--- config.mk ---
export PLATFORM = sky130hd
export DESIGN_NAME = mem_access
export DESIGN_NICKNAME = d
export VERILOG_FILES = /design/src/rtl/mem_access.sv
export SDC_FILE = /design/constraint.sdc
export NUM_CORES = 1
export LEC_CHECK = 0
export CORE_ASPECT_RATIO = 2
export CORE_MARGIN = 2
export CORE_UTILIZATION = 47
export CTS_CLUSTER_SIZE = 12
export DETAILED_ROUTE_END_ITERATION = 16
export PLACE_DENSITY = 0.86
export SYNTH_ARGS = -nofsm -noshare
export SYNTH_HDL_FRONTEND = slang
export SYNTH_SLANG_ARGS = --single-unit
--- constraint.sdc ---
create_clock -name clock -period 3.7 [get_ports clock]
set_clock_uncertainty 0.1 [all_clocks]
set_input_delay 0.555 -clock clock [delete_from_list [all_inputs] [get_ports clock]]
set_output_delay 0.555 -clock clock [all_outputs]
set_load 0.01 [all_outputs]
--- src/rtl/mem_access.sv ---
// MIPS memory-access stage: forwards ALU results or runs a req/ack data-memory
// access for LW/LB/LBU/SW/SB, stalling upstream while the access is outstanding.
module mem_access (
    input  logic        clock,
    input  logic        reset_n,
    input  logic        valid_in,
    input  logic [0:31] alu_result,
    input  logic [0:31] store_data,
    input  logic [0:2]  mem_op,
    input  logic [0:4]  dest_reg,
    output logic        stall,
    output logic        dmem_req,
    output logic        dmem_we,
    output logic [0:31] dmem_addr,
    output logic [0:31] dmem_wdata,
    output logic [0:3]  dmem_be,
    input  logic        dmem_ack,
    input  logic [0:31] dmem_rdata,
    output logic        wb_valid,
    output logic        wb_we,
    output logic [0:4]  wb_reg,
    output logic [0:31] wb_data,
    output logic        misaligned
);

    localparam logic [0:2] OP_LW  = 3'b001;
    localparam logic [0:2] OP_LB  = 3'b010;
    localparam logic [0:2] OP_LBU = 3'b011;
    localparam logic [0:2] OP_SW  = 3'b100;
    localparam logic [0:2] OP_SB  = 3'b101;

    typedef enum logic {
        ST_IDLE   = 1'b0,
        ST_ACCESS = 1'b1
    } state_t;

    state_t      state_r;
    logic [0:2]  op_r;
    logic [0:1]  offset_r;
    logic [0:4]  dest_r;
    logic        is_mem_s;
    logic        is_store_s;
    logic        misalign_s;

    // Big-endian byte k of a word: byte 0 is the most significant byte.
    function automatic logic [0:7] byte_sel(input logic [0:31] word, input logic [0:1] k);
        case (k)
            2'd0:    byte_sel = word[0:7];
            2'd1:    byte_sel = word[8:15];
            2'd2:    byte_sel = word[16:23];
            default: byte_sel = word[24:31];
        endcase
    endfunction

    function automatic logic [0:31] load_data(input logic [0:2] op, input logic [0:1] k,
                                              input logic [0:31] word);
        logic [0:7] b;
        b = byte_sel(word, k);
        case (op)
            OP_LB:   load_data = {{24{b[0]}}, b};
            OP_LBU:  load_data = {24'd0, b};
            default: load_data = word;
        endcase
    endfunction

    function automatic logic [0:3] byte_enable(input logic [0:1] k);
        case (k)
            2'd0:    byte_enable = 4'b1000;
            2'd1:    byte_enable = 4'b0100;
            2'd2:    byte_enable = 4'b0010;
            default: byte_enable = 4'b0001;
        endcase
    endfunction

    assign stall = (state_r == ST_ACCESS);

    // Classify the incoming operation; illegal encodings fall through as pass-through.
    always_comb begin
        is_mem_s   = 1'b0;
        is_store_s = 1'b0;
        misalign_s = 1'b0;
        case (mem_op)
            OP_LW, OP_LB, OP_LBU: is_mem_s = 1'b1;
            OP_SW, OP_SB: begin
                is_mem_s   = 1'b1;
                is_store_s = 1'b1;
            end
            default: is_mem_s = 1'b0;
        endcase
        if ((mem_op == OP_LW || mem_op == OP_SW) && alu_result[30:31] != 2'b00) begin
            misalign_s = 1'b1;
        end else begin
            misalign_s = 1'b0;
        end
    end

    // Stage FSM with registered memory request and writeback outputs.
    always_ff @(posedge clock or negedge reset_n) begin
        if (!reset_n) begin
            state_r    <= ST_IDLE;
            op_r       <= 3'b000;
            offset_r   <= 2'b00;
            dest_r     <= 5'd0;
            dmem_req   <= 1'b0;
            dmem_we    <= 1'b0;
            dmem_addr  <= 32'd0;
            dmem_wdata <= 32'd0;
            dmem_be    <= 4'b0000;
            wb_valid   <= 1'b0;
            wb_we      <= 1'b0;
            wb_reg     <= 5'd0;
            wb_data    <= 32'd0;
            misaligned <= 1'b0;
        end else begin
            wb_valid   <= 1'b0;
            wb_we      <= 1'b0;
            misaligned <= 1'b0;
            case (state_r)
                ST_IDLE: begin
                    if (valid_in && misalign_s) begin
                        misaligned <= 1'b1;
                        wb_valid   <= 1'b1;
                        wb_reg     <= dest_reg;
                        wb_data    <= 32'd0;
                    end else if (valid_in && is_mem_s) begin
                        state_r   <= ST_ACCESS;
                        op_r      <= mem_op;
                        offset_r  <= alu_result[30:31];
                        dest_r    <= dest_reg;
                        dmem_req  <= 1'b1;
                        dmem_we   <= is_store_s;
                        dmem_addr <= {alu_result[0:29], 2'b00};
                        if (mem_op == OP_SB) begin
                            dmem_be    <= byte_enable(alu_result[30:31]);
                            dmem_wdata <= {4{store_data[24:31]}};
                        end else begin
                            dmem_be    <= 4'b1111;
                            dmem_wdata <= is_store_s ? store_data : 32'd0;
                        end
                    end else if (valid_in) begin
                        wb_valid <= 1'b1;
                        wb_we    <= (dest_reg != 5'd0);
                        wb_reg   <= dest_reg;
                        wb_data  <= alu_result;
                    end
                end
                ST_ACCESS: begin
                    // Request fields stay frozen until the ack is sampled.
                    if (dmem_ack) begin
                        state_r  <= ST_IDLE;
                        dmem_req <= 1'b0;
                        dmem_we  <= 1'b0;
                        wb_valid <= 1'b1;
                        wb_reg   <= dest_r;
                        if (op_r == OP_SW || op_r == OP_SB) begin
                            wb_we   <= 1'b0;
                            wb_data <= 32'd0;
                        end else begin
                            wb_we   <= (dest_r != 5'd0);
                            wb_data <= load_data(op_r, offset_r, dmem_rdata);
                        end
                    end
                end
                default: state_r <= ST_IDLE;
            endcase
        end
    end

endmodule

# After elaboration in Yosys (flattened, before gate mapping)
# Index checks and enable logic that the tools add are counted.
[op_classes]
eq_ne = 18
n_mux = 44
bitwise = 2
reduce_logical = 15
[ops]
columns = ["op", "count"]
rows = [
  ["32-bit two-way mux", 7],
  ["32-bit one-hot mux with 2 select lines", 2],
  ["8-bit one-hot mux with 3 select lines", 1],
  ["1-bit two-way mux", 22],
  ["5-bit two-way mux", 4],
  ["3-bit by 2-bit equality test with 1-bit output, second input constant", 4],
  ["3-bit equality test, second input constant", 4],
  ["4-bit one-hot mux with 3 select lines", 1],
  ["1-bit one-hot mux with 2 select lines", 5],
  ["5-bit one-hot mux with 2 select lines", 1],
  ["5-bit nonzero test", 2],
  ["3-bit AND reduction", 3],
  ["2-bit inequality test, second input constant", 3],
  ["3-bit inequality test, second input constant", 2],
  ["5-bit OR reduction", 1],
  ["2-bit by 1-bit equality test with 1-bit output, second input constant", 2],
  ["2-bit equality test, second input constant", 2],
  ["2-bit zero test", 2],
  ["4-bit two-way mux", 1],
  ["3-bit by 1-bit equality test with 1-bit output, second input constant", 1],
  ["1-bit logical AND", 3],
  ["1-bit logical OR", 2],
  ["1-bit inverter", 2],
  ["2-bit nonzero test", 1],
  ["2-bit OR reduction", 1],
]
[word_totals]
reg_bits = 119
out_inout_bits = 111
word_cells = 93
inputBits = 108

# Logic depth before layout (Yosys ltp)
[logic_depth]
word_depth = 7
depth_mapped = 8
mapped_depth_nobuf = 5

# Worst setup path after synthesis
# Ideal clock, no wire load.
[synth_path]
path_type = "input port to flip-flop"
start = "input mem_op[2] in the netlist's numbering"
end = "register dmem_be[1] in the netlist's numbering"
t_required_ps = 3470
path_stages = 7
path_buffers = 3
path_slack_ps = 1672
arrival_time_ps = 1798
path_cell_list = "buf_4 > xor2_2 > a41oi_4 > and3_1 > buf_2 > buf_2 > a31oi_1"
[synth_via]
elab_chain_cells = 7
word_cells_on_any_way = 15
cone_classes = "eq/ne: 5; mux: 3; bitwise: 1; reduce/logical: 6"
[synth_rtl]
columns = ["element", "line_no", "source"]
rows = [
  ["start, declared", "9", "input logic [0:2] mem_op,"],
  ["3-bit by 1-bit equality test with 1-bit output or 3-bit equality test (tied branches)", "82, 90", ""],
  ["1-bit logical OR", "90", "if ((mem_op == OP_LW || mem_op == OP_SW) && alu_result[30:31] != 2'b00) begin"],
  ["1-bit logical AND", "90", ""],
  ["1-bit two-way mux", "90", ""],
  ["1-bit logical AND", "120", "if (valid_in && misalign_s) begin"],
  ["1-bit inverter (no line)", "n/a", ""],
  ["3-bit AND reduction (no line)", "n/a", ""],
  ["end signal, assigned", "134", "dmem_be <= byte_enable(alu_result[30:31]);"],
  ["end, declared", "16", "output logic [0:3] dmem_be,"],
]
# Several ways; a longest one is shown, not always the timed one.
# A chain may end at the register's enable or synchronous reset.

# Worst setup path after layout
[layout_path]
start = "input alu_result[30] in the netlist's numbering"
end = "register dmem_wdata[9] in the netlist's numbering"
[layout_via]
elab_chain_cells = 6
[layout_rtl]
columns = ["element", "line_no", "source"]
rows = [
  ["start, declared", "7", "input logic [0:31] alu_result,"],
  ["2-bit nonzero test", "90", ""],
  ["1-bit logical AND", "90", ""],
  ["1-bit two-way mux", "90", ""],
  ["1-bit logical AND", "120", ""],
  ["1-bit inverter (no line)", "n/a", ""],
  ["3-bit AND reduction (no line)", "n/a", ""],
  ["end signal, assigned", "135", "dmem_wdata <= {4{store_data[24:31]}};"],
  ["end signal, assigned", "138", "dmem_wdata <= is_store_s ? store_data : 32'd0;"],
  ["end, declared", "15", "output logic [0:31] dmem_wdata,"],
]
# Every way passes these cells.

==> flow_metrics.tcl <==
set metrics [dict create \
    status "complete, no violations" \
    dp_hpwl_mm 13.8 \
    first_iter_violations 449 \
    rr_worst_depth 5 \
    syn_area_per_cell_um2 9.55 \
    top_regs "dmem_wdata (32), wb_data (32), dmem_addr (30)" \
    synthTopCellsByArea "dfrtp_1, nand2_1, mux2i_1" \
    pre_cts_ws_ns 0.671 \
    max_freq_mhz 380 \
    synth_edf_count 0 \
    ff2ff_setup_slack_ns 1.20 \
    grt_pass1_vias 5458 \
    arrival_ns 2.82 \
    cts_tree "built" \
    clk_path_buf_depth 2 \
    power_density_mw_per_mm2 625 \
    synthAdderAreaFrac_pct 0 \
    cts.clk_slew.worst_paths_ns 0.06 \
    syn_area_mm2 0.00548 \
    cp_num_cells 6 \
    cp-start-kind "primary input" \
    fin_util_pct 73.2 \
    synth_cell_types 36 \
    clockRootBuffer "clkbuf_16" \
    synth.top_cell.area_share_pct 54.3 \
    yosys_warnings 0 \
    min_period_ns 2.63 \
    synth-xor-area-share_pct 0.297 \
    floorplan.die.height_um 157 \
    cts_buffers 17 \
    fin_ws_ns 1.07 \
    power_uw 5200 \
    drv_cap 0 \
    final_hold_viol_count 0 \
    cts_sinks 119 \
    tns_ns 0 \
    crit_path_end_kind "flop" \
    dp_cells 896 \
    muxShareOfSynthArea_pct 6.75 \
    drt.antenna.violating_nets 0 \
    io_pins 219 \
    p_leak_uw 0.00367 \
    critPathMaxStageDelay_ns 0.52 \
    stdcell_count 929 \
    drc 0 \
    antenna_found_initial 0 \
    synth_top_family_by_area "simple AND/OR/NAND/NOR gates" \
    irDropWorstVdd_mv 0.368 \
    wire_per_inst_um 19.8 \
    start_util_pct 48.3 \
    setup_viol 0 \
    fillers 842 \
    hp-class "in -> async" \
    post-route-period-util_pct 71.0 \
    worstPathMaxFanout 32 \
    core_mm2 0.0114 \
    crit_slowest_cell "clkdlybuf4s50_1" \
    required_ns 3.89 \
    postCtsSetupRepairBufs 0 \
    synth.most_common_cell "nand2_1" \
    crit_family "buffers and inverters" \
    synth_simple_gate_area_share_pct 18.0 \
    worstSetupPathType "in -> reg" \
    synth_compound_area_share_pct 16.3 \
    syn_inst 574 \
    postCtsHoldBufs 0 \
    synth-main-ff-cell "dfrtp_1" \
    ys_seq_elements 119 \
    overflow 0 \
    grt_usage_pct 30.3 \
    gp_congestion 0.993 \
    r2r-start "stall$_DFF_PN0_" \
    clock_latency_ns 0.40 \
    rsz0062_at_grt "false" \
    num_antenna_cells 0 \
    cts_resized 0 \
    first_pass_iters 5 \
    slew_viol_final 0 \
    htree_levels 4 \
    async_reset_ff_share_pct 100 \
    synthTopCellsByCount "nand2_1, dfrtp_1, nor2_1" \
    die_area_mm2 0.0126 \
    relSlewSlack_pct 34.7 \
    regToRegEndpoint "wb_data[15]$_DFFE_PN0P_" \
    path_cells "clkdlybuf4s50_1 > or2_1 > a41oi_4 > nand3_4 > buf_4 > o31ai_1" \
    rows 55 \
    grt_max_degree 77 \
    cp_num_buf_inv 2 \
    synth_seq_area_share_pct 54.3 \
    die_x_um 80.4 \
    synth_top_area_cell "dfrtp_1" \
    routed_wl_mm 18.4 \
    grt_pass1_wl_mm 28.2 \
    avgViaCountPerCell 5.71 \
    nets 882 \
    io_buffers 216 \
    drive_above_1_share_pct 6.48 \
    tightest_slew_ns 0.979 \
    areaGrowthSynthToFinish_pct 51.6 \
    num_vias 5304 \
]
==> routing by layer <==
layer  share of wire, %  global-route usage (%)  wire length [um]
met5                  0                       0                 0
met4                6.5                    19.0              1190
met3                8.5                    8.48              1560
met2                 53                    53.8              9770
met1                 32                    30.0              5870
==> layout by cell type, fill, tap and decap left out, drive strengths merged, types with 2 or more instances in the layout <==
cell	n
a211oi	8
a21oi	38
a221oi	24
a2bb2oi	7
a31oi	5
and2	3
and3	2
buf	11
bufinv	2
clkbuf	18
clkdlybuf4s50	214
clkinv	3
clkinvlp	6
conb	2
dfrtp	119
inv	5
mux2i	37
nand2	162
nand2b	6
nand3	11
nor2	51
nor2b	4
o21ai	13
o31ai	24
or4	2
==> power breakdown <==
part	leakage, uW	switching, uW	internal, uW	total [uW]
clock	0.000271	600	1010	1610
combinational	0.00193	814	892	1710
sequential	0.00146	249	1630	1880
==> logic make-up after synthesis <==
group | after synthesis
AOI/OAI and AO/OA | 125
xor gates and xnor gates | 1
buffers and inverters | 47
DFF | 119
muxes | 37
other | 1
and+or+nand+nor | 244
==> cell type report <==
cell class | count | area, um^2 | area share [%]
Sequential cell | 119 | 2980 | 35.8
Multi-Input combinational cell | 409 | 2300 | 27.6
Timing Repair Buffer | 225 | 2260 | 27.2
Clock buffer | 18 | 439 | 5.28
Tap cell | 142 | 178 | 2.14
Clock inverter | 14 | 150 | 1.81
Inverter | 2 | 7.51 | 0.0903
==> how the worst max path moves through the flow <==
| stage | startpoint | to | slack (ns) |
|---|---|---|---|
| after floorplan | mem_op[2] | dmem_be[1]$_DFFE_PN0P_ | 1.67 |
| after global placement | dmem_rdata[16] | wb_data[15]$_DFFE_PN0P_ | 0.73 |
| after detailed placement | dmem_rdata[16] | wb_data[15]$_DFFE_PN0P_ | 0.67 |
| after CTS | stall$_DFF_PN0_ | wb_data[15]$_DFFE_PN0P_ | 0.93 |
| after global routing | alu_result[31] | dmem_wdata[12]$_DFFE_PN0P_ | 0.96 |
| final | alu_result[30] | dmem_wdata[9]$_DFFE_PN0P_ | 1.07 |
==> stage by stage <==
| step | hold slack (ns) | area [um^2] |
|---|---|---|
| after floorplan | 0.159 | 5490 |
| after global placement | 0.352 | 7710 |
| after detailed placement | 0.359 | 7710 |
| after CTS | 0.237 | 8300 |
| after global routing | 0.270 | 8310 |
| final | 0.195 | 8310 |
No activity file was read; power rests on OpenSTA's default activity.
